==> src/rtl/cordic_sequencer_pkg.sv <==
// Shared constants for the CORDIC iteration sequencer: state encoding,
// mode values and the default iteration parameters.
package cordic_sequencer_pkg;

  localparam int DEF_ITERATIONS      = 16;
  localparam int DEF_ITERATION_WIDTH = 5;

  localparam logic MODE_VECTORING = 1'b0;
  localparam logic MODE_ROTATION  = 1'b1;

  typedef enum logic [1:0] {
    ST_IDLE    = 2'd0,
    ST_LOAD    = 2'd1,
    ST_COMPUTE = 2'd2,
    ST_FINAL   = 2'd3
  } state_t;

endpackage

==> src/rtl/cordic_sequencer_if.sv <==
// Control/status bundle between the CORDIC sequencer and its requester/datapath.
interface cordic_sequencer_if #(
  parameter int ITERATION_WIDTH = 5
);
  logic                       start;
  logic                       mode;
  logic [ITERATION_WIDTH-1:0] n_iter;
  logic                       abort;
  logic                       y_neg;
  logic                       z_neg;
  logic                       done;
  logic                       busy;
  logic                       load;
  logic                       iter_en;
  logic [ITERATION_WIDTH-1:0] iter_idx;
  logic                       dir;
  logic                       mode_q;
  logic                       valid;

  modport master (
    output start, mode, n_iter, abort, y_neg, z_neg,
    input  done, busy, load, iter_en, iter_idx, dir, mode_q, valid
  );

  modport slave (
    input  start, mode, n_iter, abort, y_neg, z_neg,
    output done, busy, load, iter_en, iter_idx, dir, mode_q, valid
  );
endinterface

==> src/rtl/cordic_iter_counter.sv <==
// Loadable, clearable up-counter; at_term flags count == term.
module cordic_iter_counter #(
  parameter int W = 5
) (
  input  logic         clk,
  input  logic         rst,
  input  logic         clr,
  input  logic         ld,
  input  logic [W-1:0] ld_val,
  input  logic         en,
  input  logic [W-1:0] term,
  output logic [W-1:0] count,
  output logic         at_term
);

  always_ff @(posedge clk or negedge rst) begin
    if (!rst)      count <= '0;
    else if (clr)  count <= '0;
    else if (ld)   count <= ld_val;
    else if (en)   count <= count + W'(1);
  end

  assign at_term = (count == term);

endmodule

==> src/rtl/cordic_sequencer.sv <==
// CORDIC micro-rotation sequencer: LOAD strobe, N COMPUTE cycles with
// shift index and rotation direction, then a one-cycle FINAL/valid.
module cordic_sequencer
  import cordic_sequencer_pkg::*;
#(
  parameter int ITERATIONS      = DEF_ITERATIONS,
  parameter int ITERATION_WIDTH = DEF_ITERATION_WIDTH
) (
  input logic             clk,
  input logic             rst,
  cordic_sequencer_if.slave bus
);

  localparam logic [ITERATION_WIDTH-1:0] ITER_MAX = ITERATION_WIDTH'(ITERATIONS);

  state_t                     state;
  logic                       mode_r;
  logic [ITERATION_WIDTH-1:0] cnt_q;
  logic [ITERATION_WIDTH-1:0] eff_cnt;
  logic [ITERATION_WIDTH-1:0] idx;
  logic                       at_term;
  logic                       busy_st;

  // Zero or out-of-range requests fall back to the full iteration count.
  assign eff_cnt = (bus.n_iter == '0 || bus.n_iter > ITER_MAX) ? ITER_MAX : bus.n_iter;
  assign busy_st = (state == ST_LOAD) || (state == ST_COMPUTE);

  always_ff @(posedge clk or negedge rst) begin
    if (!rst) begin
      state  <= ST_IDLE;
      mode_r <= MODE_VECTORING;
      cnt_q  <= ITER_MAX;
    end else begin
      case (state)
        ST_IDLE: if (bus.start) begin
          state  <= ST_LOAD;
          mode_r <= bus.mode;
          cnt_q  <= eff_cnt;
        end
        ST_LOAD:    state <= bus.abort ? ST_IDLE : ST_COMPUTE;
        ST_COMPUTE: begin
          if (bus.abort)    state <= ST_IDLE;
          else if (at_term) state <= ST_FINAL;
        end
        ST_FINAL:   state <= ST_IDLE;
        default:    state <= ST_IDLE;
      endcase
    end
  end

  // Index holds through FINAL and is cleared on the way back to IDLE.
  cordic_iter_counter #(.W(ITERATION_WIDTH)) u_cnt (
    .clk     (clk),
    .rst     (rst),
    .clr     ((busy_st && bus.abort) || state == ST_FINAL),
    .ld      (state == ST_LOAD),
    .ld_val  ('0),
    .en      (state == ST_COMPUTE && !at_term),
    .term    (cnt_q - ITERATION_WIDTH'(1)),
    .count   (idx),
    .at_term (at_term)
  );

  assign bus.done     = (state == ST_IDLE) || (state == ST_FINAL);
  assign bus.busy     = busy_st;
  assign bus.load     = (state == ST_LOAD);
  assign bus.iter_en  = (state == ST_COMPUTE);
  assign bus.valid    = (state == ST_FINAL);
  assign bus.iter_idx = idx;
  assign bus.mode_q   = mode_r;
  assign bus.dir      = (state != ST_COMPUTE) ? 1'b0 :
                        (mode_r == MODE_ROTATION) ? ~bus.z_neg : bus.y_neg;

endmodule

==> src/flat_wrapper.sv <==
// flat-port wrapper written by rule: the top's interface ports become plain ports
module cordic_sequencer_flat import cordic_sequencer_pkg::*;
#(
  parameter int ITERATIONS      = DEF_ITERATIONS,
  parameter int ITERATION_WIDTH = DEF_ITERATION_WIDTH
)
  (clk, rst, bus_start, bus_mode, bus_n_iter, bus_abort, bus_y_neg, bus_z_neg, bus_done, bus_busy, bus_load, bus_iter_en, bus_iter_idx, bus_dir, bus_mode_q, bus_valid);
  cordic_sequencer_if #(.ITERATION_WIDTH(ITERATION_WIDTH)) bus_i ();
  input logic clk;
  input logic rst;
  input wire logic [$bits(bus_i.start)-1:0] bus_start;
  input wire logic [$bits(bus_i.mode)-1:0] bus_mode;
  input wire logic [$bits(bus_i.n_iter)-1:0] bus_n_iter;
  input wire logic [$bits(bus_i.abort)-1:0] bus_abort;
  input wire logic [$bits(bus_i.y_neg)-1:0] bus_y_neg;
  input wire logic [$bits(bus_i.z_neg)-1:0] bus_z_neg;
  output wire logic [$bits(bus_i.done)-1:0] bus_done;
  output wire logic [$bits(bus_i.busy)-1:0] bus_busy;
  output wire logic [$bits(bus_i.load)-1:0] bus_load;
  output wire logic [$bits(bus_i.iter_en)-1:0] bus_iter_en;
  output wire logic [$bits(bus_i.iter_idx)-1:0] bus_iter_idx;
  output wire logic [$bits(bus_i.dir)-1:0] bus_dir;
  output wire logic [$bits(bus_i.mode_q)-1:0] bus_mode_q;
  output wire logic [$bits(bus_i.valid)-1:0] bus_valid;
  assign bus_i.start = bus_start;
  assign bus_i.mode = bus_mode;
  assign bus_i.n_iter = bus_n_iter;
  assign bus_i.abort = bus_abort;
  assign bus_i.y_neg = bus_y_neg;
  assign bus_i.z_neg = bus_z_neg;
  assign bus_done = bus_i.done;
  assign bus_busy = bus_i.busy;
  assign bus_load = bus_i.load;
  assign bus_iter_en = bus_i.iter_en;
  assign bus_iter_idx = bus_i.iter_idx;
  assign bus_dir = bus_i.dir;
  assign bus_mode_q = bus_i.mode_q;
  assign bus_valid = bus_i.valid;
  cordic_sequencer #(.ITERATIONS(ITERATIONS), .ITERATION_WIDTH(ITERATION_WIDTH)) u_core (.clk(clk), .rst(rst), .bus(bus_i));
endmodule
==> config.mk <==
export PLATFORM = sky130hd
export DESIGN_NAME = cordic_sequencer_flat
export DESIGN_NICKNAME = d
export VERILOG_FILES = /design/src/rtl/cordic_sequencer_pkg.sv /design/src/rtl/cordic_sequencer_if.sv /design/src/rtl/cordic_iter_counter.sv /design/src/rtl/cordic_sequencer.sv /design/src/flat_wrapper.sv
export SDC_FILE = /design/constraint.sdc
export NUM_CORES = 1
export LEC_CHECK = 0
export ABC_AREA = 1
export CORE_MARGIN = 10
export CORE_UTILIZATION = 43
export CTS_CLUSTER_SIZE = 28
export DETAILED_ROUTE_END_ITERATION = 16
export PLACE_DENSITY = 0.74
export SLEW_MARGIN = 15
export SYNTH_ARGS = -nofsm -noshare
export SYNTH_HDL_FRONTEND = slang
export SYNTH_SLANG_ARGS = --single-unit
==> constraint.sdc <==
create_clock -name clk -period 1.6 [get_ports clk]
set_input_delay 0.24 -clock clk [delete_from_list [all_inputs] [get_ports clk]]
set_output_delay 0.24 -clock clk [all_outputs]
set_load 0.01 [all_outputs]
==> run_results.csv, run 1 <==
group,metric,value,unit
clocking,cts_max_level,1,
yosys,synthCells,136,
pwr,leakagePower,0.722,nW
setup_path,crit_path_end_kind,"flip-flop",
cells_and_area,final_common_cell,"nand2_1",
place,port-buffer-count,23,
setup_path,cp-start-kind,"flip-flop",
grt,grt_use_total,11.6,%
clocking,clk_latency,280,ps
die,die-area,4540,um^2
clocking,root_buffer,"clkbuf_4",
sta,setup_violations,1,
cells_and_area,nNetsFinal,198,
cells_and_area,syn2layout_area_growth,45.9,%
place,dpl.hpwl,1990,um
cells_and_area,stdcell_count,205,
grt,grt_max_degree,14,
sta,slew-limit-headroom,81.4,%
cells_and_area,mostFrequentLayoutCells,"37 x nand2_1, 17 x clkdlybuf4s50_1, 14 x nand3_1, 14 x buf_4, 13 x inv_1",
routing,vias,982,
clocking,cts_buffers,3,
clocking,tritoncts,"yes",
grt,grt_antenna_before_repair,0,
run_status,outcome,"finished with violations",
die,die_x,67.4,um
yosys,synth_warnings,0,
yosys,synthesis.area,966,um^2
sta,rsz0062_at_grt,"true",
setup_path,r2r_cells,13,
grt,overflow,0,
cells_and_area,diodes,0,
die,coreArea,2170,um^2
sta,maxSlewViolCount,0,
die,start_util,44.5,%
place,gp_congestion,0.885,
die,io_pins,24,
pwr,vdd_drop_max,0.00105,V
sta,fin_skew,6.12,ps
pwr,p_per_area,1680,nW/um^2
clocking,cts.path.max_buffers,2,
sta,holdWs,259,ps
routing,firstDrtPassIters,5,
setup_path,critPathKind,"flip-flop to flip-flop",
place,post_dp_cell_area,1330,um^2
die,die_y,67.4,um
clocking,ctsHoldBuffers,0,
routing,drt_iter0_drc,36,
yosys,yosysUniqueCellTypes,25,
flow_run,drv_cap,0,
sta,min_period_over_period,100,%
setup_path,cp_max_fo,6,
cells_and_area,fillers,202,
cells_and_area,postLayoutCellArea,1410,um^2
setup_path,ff2ff_setup_slack,-8,ps
run_status,violations,"setup timing",
routing,viasPerCell,4.79,
worst_hold_path,worst_hold_path_type,"input port to async pin",
grt,grt_pass1_wl,4240,um
yosys,avgSynthCellArea,7.10,um^2
cells_and_area,drive_gt1_share,30.5,%
routing,wl,2450,um
sta,period_minus_slack,1610,ps
routing,drc,0,
sta,fin_ws,-7.92,ps
die,rows,17,
routing,wire_per_inst,11.9,um
setup_path,required,1780,ps
routing,drtAntennaViolNets,0,
clocking,clk_pin_slew,90,ps
yosys,ys_seq_area_share,33.8,%
sta,hold_viol,0,
clocking,cts_num_sinks,13,
sta,tightest_slew,276,ps
sta,totalNegativeSetupSlack,-7.92,ps
yosys,ys_ff_latch,13,
setup_path,arrival,1790,ps
yosys,postSynthNetCount,156,
grt,grt_pass1_vias,985,
sta,max_freq,622,MHz
place,placedCellCount,199,
[synth_stat cells]
master	number	area share, %
a211oi_1	1	0.78
a21oi_1	1	0.52
clkinv_2	1	0.52
dfrtp_1	12	31
dfstp_2	1	2.7
ha_1	8	10
inv_1	17	6.6
inv_2	5	1.9
nand2_1	42	16
nand2_2	2	1.3
nand2_4	3	3.5
nand3_1	15	7.8
nand3b_1	1	0.78
nand4_1	2	1.3
nor2_1	8	3.1
nor2_2	2	1.3
nor2_4	1	1.2
nor3_1	2	1.0
nor3b_1	1	0.78
nor4_1	1	0.65
o21ai_0	5	2.6
or2_0	1	0.65
or2_2	1	0.65
or4_1	1	0.78
xor2_1	2	1.8
[final timing paths]
kind | end | start
worst max-delay path | u_core.u_cnt.count[4] | u_core.cnt_q[0]
worst min-delay path | u_core.u_cnt.count[0] | rst
worst max register to register | u_core.u_cnt.count[4] | u_core.cnt_q[0]
worst min register to register | u_core.cnt_q[4] | u_core.cnt_q[4]
max in group asynchronous | u_core.cnt_q[4] | rst
min in group clk | u_core.cnt_q[4] | u_core.cnt_q[4]
[report_power, final]
part / switching [mW] / total [mW] / internal, mW
clock network: 0.111 / 0.207 / 0.0966
logic: 0.901 / 1.62 / 0.720
registers: 0.0921 / 0.533 / 0.441
[registers in the layout, summed over array words and instances (netlist names)]
name,flops
u_core.bus.mode_q,1
u_core.cnt_q,5
u_core.state,2
u_core.u_cnt.count,5
[kinds of logic after synthesis]
| logic type | count (synthesis) | synth area share, % |
|---|---|---|
| AND/OR/NAND/NOR | 83 | 41.1 |
| flip-flops | 13 | 33.8 |
| XOR/XNOR | 2 | 1.81 |
| AO/OA/AOI/OAI | 7 | 3.89 |
| buffers and inverters | 23 | 9.07 |
| adder cells (fa/ha/maj) | 8 | 10.4 |
[worst max-delay path, cell delays in order, from the launching register on]
cell,delay [ps]
dfrtp_1,370
inv_2,60
ha_4,260
inv_2,30
nand2_1,50
nand2_1,60
nor2_2,130
nand2_2,80
nor2_4,110
nand2_4,80
nand2_4,110
nand2_4,70
nand2_2,70
nand2_2,40
[metal layers]
layer / track usage, % / wire, um / part of all wire (%) / vias up
li1: - / - / - / 512
met5: 0 / 0 / 0 / -
met4: 4.62 / 10 / 0.41 / 0
met1: 12.6 / 994 / 41 / 440
met3: 4.13 / 198 / 8.1 / 2
met2: 20.3 / 1240 / 51 / 28
[through the flow]
step	total power, mW	util (%)	worst slack, ps
6_report	2.36	64.9	-7.92
3_5_place_dp	2.05	61.5	-242
2_1_floorplan	1.46	-	49.8
5_1_grt	2.62	64.9	-105
4_1_cts	2.24	62.6	0.679
3_3_place_gp	2.00	61.5	-182
[layout make-up]
class                           count  area [um^2]  area share, %
Sequential cell                    13          327           23.2
Clock buffer                        4         26.3           1.87
Timing Repair Buffer               37          315           22.4
Tap cell                           28         35.0           2.49
Multi-Input combinational cell    100          614           43.6
Inverter                           23         91.3           6.48
[timing repair]
action / CTS / global route
endpoints found under the setup margin: 13 / 21
setup buffers: 1 / 1
resized for setup: 17 / 22
pin swaps: 0 / 8
hold endpoints to repair: 0 / 0
No activity file was read; power rests on OpenSTA's default activity.
==> run 2, diff against run 1 <==
--- a/config.mk
+++ b/config.mk
@@ -7,10 +7,11 @@
 export LEC_CHECK = 0
 export ABC_AREA = 1
 export CORE_MARGIN = 10
-export CORE_UTILIZATION = 43
+export CORE_UTILIZATION = 48
 export CTS_CLUSTER_SIZE = 28
 export DETAILED_ROUTE_END_ITERATION = 16
-export PLACE_DENSITY = 0.74
+export GPL_TIMING_DRIVEN = 0
+export PLACE_DENSITY = 0.78
 export SLEW_MARGIN = 15
 export SYNTH_ARGS = -nofsm -noshare
 export SYNTH_HDL_FRONTEND = slang
==> constraint.sdc (replaced) <==
create_clock -name clk -period 1.65 [get_ports clk]
set_input_delay 0.2475 -clock clk [delete_from_list [all_inputs] [get_ports clk]]
set_output_delay 0.2475 -clock clk [all_outputs]
set_load 0.01 [all_outputs]
==> run 2 against run 1 <==
The flow now finishes without violations. First-iteration DRC count down 2.8%. Register-to-register slack better by 90 ps. Flip-flop and latch count unchanged. Clock skew down 5.5 ps. Global-route usage down 0.15 points. Wire length down 1.1%. Via count down 2.9%. Critical path type is now flip-flop to primary output. Critical endpoint is now bus_iter_en.
==> run_results.csv, run 2 (synthesis results as in run 1) <==
group,metric,value,unit
routing,drc,0,
setup_path,cp_max_fo,3,
clocking,ctsHoldBuffers,0,
sta,setup_violations,0,
grt,grt_use_total,11.5,%
sta,slew-limit-headroom,57.6,%
pwr,p_comb_share,68.5,%
cells_and_area,stdcell_count,199,
pwr,p_per_area,1640,nW/um^2
place,placedCellCount,186,
routing,drt_iter0_drc,35,
cells_and_area,syn2layout_area_growth,43.5,%
pwr,seqPwrFrac,22.7,%
setup_path,critPathKind,"flip-flop to primary output",
grt,grt_max_degree,14,
cells_and_area,diodes,0,
sta,holdWs,358,ps
place,dpl.hpwl,1780,um
worst_hold_path,worst_hold_path_type,"input port to async pin",
sta,tightest_slew,633,ps
die,coreArea,1940,um^2
pwr,leakagePower,0.707,nW
pwr,p_int,1.22,mW
clocking,cts.path.max_buffers,2,
die,rows,16,
cells_and_area,final_common_cell,"nand2_1",
cells_and_area,mostFrequentLayoutCells,"41 x nand2_1, 17 x clkdlybuf4s50_1, 15 x inv_1, 15 x nand3_1, 12 x dfrtp_1",
die,die_y,64.9,um
run_status,outcome,"completed",
clocking,clk_pin_slew,80,ps
routing,vias,954,
sta,period_minus_slack,1600,ps
pwr,p_sw,1.05,mW
place,port-buffer-count,23,
routing,viasPerCell,4.79,
setup_path,cp-start-kind,"flip-flop",
routing,wl,2420,um
grt,grt_antenna_before_repair,0,
sta,rsz0062_at_grt,"true",
sta,hold_viol,0,
clocking,cts_max_level,1,
clocking,cts_num_sinks,13,
routing,firstDrtPassIters,4,
cells_and_area,reg_top3,"u_core.cnt_q (5), u_core.u_cnt.count (5), u_core.state (2)",
routing,wire_per_inst,12.2,um
grt,grt_pass1_vias,961,
grt,overflow,0,
sta,maxSlewViolCount,0,
die,die_x,64.9,um
die,die-area,4210,um^2
die,io_pins,24,
clocking,tritoncts,"yes",
cells_and_area,drive_gt1_share,22.7,%
cells_and_area,final_core_util,71.4,%
sta,totalNegativeSetupSlack,0,ps
grt,grt_pass1_wl,4010,um
cells_and_area,nNetsFinal,193,
pwr,clkPwrFrac,8.8,%
sta,max_freq,626,MHz
sta,fin_skew,0.655,ps
pwr,vdd_drop_max,0.00121,V
sta,min_period_over_period,96.8,%
setup_path,required,1400,ps
clocking,root_buffer,"clkbuf_4",
pwr,swShare,46.4,%
pwr,p_total,2.27,mW
setup_path,arrival,1350,ps
die,start_util,49.7,%
clocking,clk_latency,280,ps
flow_run,drv_cap,0,
place,gp_congestion,0.859,
setup_path,crit_path_end_kind,"primary output",
clocking,cts_buffers,3,
routing,drtAntennaViolNets,0,
## run 2: cell count changes in the layout (fill, tap and decap cells not counted), sizes merged
cell and delta:
buf -7, clkdlybuf4s15 -1, dlygate4sd2 +4, clkbuf -1
## run 2: layout make-up
cell class / count / area (um^2)
sequential: 13 / 327
clock buffer: 4 / 26.3
tap: 27 / 33.8
timing repair buffer: 32 / 288
multi-input combinational: 100 / 621
fill: 165 / 556
inverter: 23 / 91.3
## run 2: timing repair
| item | CTS | global route |
|---|---|---|
| resized for setup | 17 | 11 |
| setup buffers | 3 | 6 |
| setup endpoints to repair | 11 | 10 |
| endpoints found under the hold margin | 0 | 0 |
| pin swaps | 0 | 3 |
## run 2: power by group through the flow
stage	sequential, mW	combinational, mW	clock [mW]
floorplan	0.519	0.860	0
global placement	0.526	1.23	0
detailed placement	0.531	1.26	0
CTS	0.516	1.34	0.206
global route	0.527	1.78	0.217
finish	0.515	1.55	0.200
## run 2: per-layer routing
metal	track usage, %	share of wire (%)
met1	12.9	43
met2	19.6	49
met3	4.12	6.1
met4	4.01	1.4
met5	0	0
## run 2: final timing paths
path / from / end / slack [ps] / cells past startpoint
min in group clk: bus_mode / u_core.bus.mode_q / 510 / 3
min: rst / u_core.u_cnt.count[3] / 360 / 1
max: u_core.state[1] / bus_iter_en / 50 / 4
max in group asynchronous: rst / u_core.bus.mode_q / 890 / 1
max reg2reg: u_core.cnt_q[0] / u_core.u_cnt.count[4] / 80 / 13
min reg2reg: u_core.cnt_q[4] / u_core.cnt_q[4] / 520 / 2
## run 2: through the flow
| stage | instance area [um^2] | setup WS (ps) |
|---|---|---|
| finish | 1390 | 53.5 |
| global route | 1390 | -32.7 |
| CTS | 1300 | -31.0 |
| detailed placement | 1230 | -360 |
| global placement | 1230 | -307 |
| floorplan | 966 | 47.3 |
## run 2: worst max-delay path: stages, from the launching register on
cell and delay [ps]:
dfrtp_1 410, buf_4 160, ha_4 160, buf_4 120
clkdlybuf4s15_1 220
==> run 3, diff against run 2 <==
--- a/config.mk
+++ b/config.mk
@@ -16,3 +16,4 @@
 export SYNTH_ARGS = -nofsm -noshare
 export SYNTH_HDL_FRONTEND = slang
 export SYNTH_SLANG_ARGS = --single-unit
+export TNS_END_PERCENT = 1
==> run 3 against run 2 <==
Count of clock-buffer cells in the layout is the same. Via count is 0.31% lower. Non-clock buffer count shrank 6. Cell count is 3.0% lower. Wire length down 3.3%. Sequential power about the same. Combinational power down 7%. Fmax down 2.8%. Critical endpoint is now bus_dir. First-iteration DRC count is 31% lower. Largest cell class unchanged. Flip-flop and latch count stayed put.
==> run_results.csv, run 3 (synthesis results as in run 1) <==
group,metric,value,unit
clocking,root_buffer,"clkbuf_4",
routing,viasPerCell,4.93,
grt,grt_use_total,11.5,%
routing,drtAntennaViolNets,0,
place,gp_congestion,0.859,
sta,slew-limit-headroom,57.3,%
place,placedCellCount,186,
clocking,cts_num_sinks,13,
clocking,cts_buffers,3,
routing,wire_per_inst,12.1,um
pwr,vdd_drop_max,0.00115,V
die,die_y,64.9,um
cells_and_area,mostFrequentLayoutCells,"40 x nand2_1, 17 x clkdlybuf4s50_1, 15 x inv_1, 15 x nand3_1, 12 x dfrtp_1",
clocking,tritoncts,"yes",
sta,period_minus_slack,1640,ps
die,io_pins,24,
die,coreArea,1940,um^2
place,port-buffer-count,23,
routing,wl,2340,um
setup_path,arrival,1400,ps
sta,fin_skew,1.28,ps
clocking,clk_pin_slew,80,ps
pwr,p_total,2.15,mW
routing,vias,951,
grt,grt_pass1_wl,4020,um
setup_path,r2r_cells,13,
place,dpl.hpwl,1780,um
grt,grt_pass1_vias,962,
pwr,p_per_area,1610,nW/um^2
setup_path,required,1400,ps
sta,hold_viol,0,
sta,setup_violations,0,
pwr,leakagePower,0.686,nW
cells_and_area,reg_top3,"u_core.cnt_q (5), u_core.u_cnt.count (5), u_core.state (2)",
setup_path,cp-start-kind,"flip-flop",
setup_path,crit_path_end_kind,"primary output",
clocking,clk_latency,270,ps
run_status,outcome,"completed",
routing,drt_iter0_drc,24,
cells_and_area,stdcell_count,193,
cells_and_area,nNetsFinal,187,
sta,tightest_slew,639,ps
flow_run,drv_cap,0,
sta,maxSlewViolCount,0,
clocking,cts_max_level,1,
cells_and_area,final_common_cell,"nand2_1",
cells_and_area,final_core_util,68.9,%
sta,holdWs,362,ps
setup_path,critPathKind,"flip-flop to primary output",
die,die_x,64.9,um
grt,grt_antenna_before_repair,0,
routing,firstDrtPassIters,4,
cells_and_area,drive_gt1_share,20.5,%
clocking,cts.path.max_buffers,2,
grt,overflow,0,
worst_hold_path,worst_hold_path_type,"input port to async pin",
cells_and_area,syn2layout_area_growth,38.5,%
sta,min_period_over_period,99.6,%
cells_and_area,diodes,0,
die,die-area,4210,um^2
die,start_util,49.7,%
setup_path,cp_max_fo,6,
sta,max_freq,609,MHz
grt,grt_max_degree,14,
routing,drc,0,
die,rows,16,
sta,rsz0062_at_grt,"true",
-- run 3: layer usage --
layer,global-route usage [%],vias up,wire [um]
li1,-,489,-
met1,12.9,428,979
met2,19.2,27,1120
met3,4.30,7,187
met4,4.55,0,47
met5,0,-,0
-- run 3: area by class of cell --
class / count / area, um^2
multi-input cells: 100 / 618
well taps: 27 / 33.8
flip-flops and latches: 13 / 327
repair buffers: 26 / 245
inverters: 23 / 87.6
fillers: 174 / 604
clock buffers: 4 / 26.3
-- run 3: path summary, 6_finish.rpt --
kind | from | endpoint | slack [ps]
setup / recovery | u_core.state[0] | bus_dir | 7
max in group asynchronous | rst | u_core.bus.mode_q | 880
min in group clk | bus_mode | u_core.bus.mode_q | 510
hold / removal | rst | u_core.u_cnt.count[3] | 360
hold reg to reg | u_core.cnt_q[4] | u_core.cnt_q[4] | 510
setup reg to reg | u_core.cnt_q[0] | u_core.u_cnt.count[4] | 50
-- run 3: what timing repair did --
item                                    in CTS  in global routing
setup buffers                                3                  0
gates resized for setup                     15                 10
hold buffers                                 0                  0
endpoints found under the setup margin      11                 11
pin swaps                                    1                  0
endpoints found under the hold margin        0                  0
-- run 3: metrics by stage --
stage	setup WS, ps	area (um^2)	setup TNS, ps
CTS	-207	1290	-226
floorplan	47.3	966	0
finish	7.08	1340	0
global placement	-307	1230	-1050
detailed placement	-360	1230	-1400
global route	-90.1	1340	-442
-- run 3: critical path, cell delays in order (launching register included) --
cell	delay, ps
dfrtp_1	400
inv_2	120
ha_4	190
inv_1	70
a211oi_2	180
buf_2	160
-- run 3: power by group --
part / switching, mW / total [mW] / internal, mW
Clock: 0.105 / 0.198 / 0.0937
Combinational: 0.818 / 1.44 / 0.622
Sequential: 0.0886 / 0.516 / 0.427
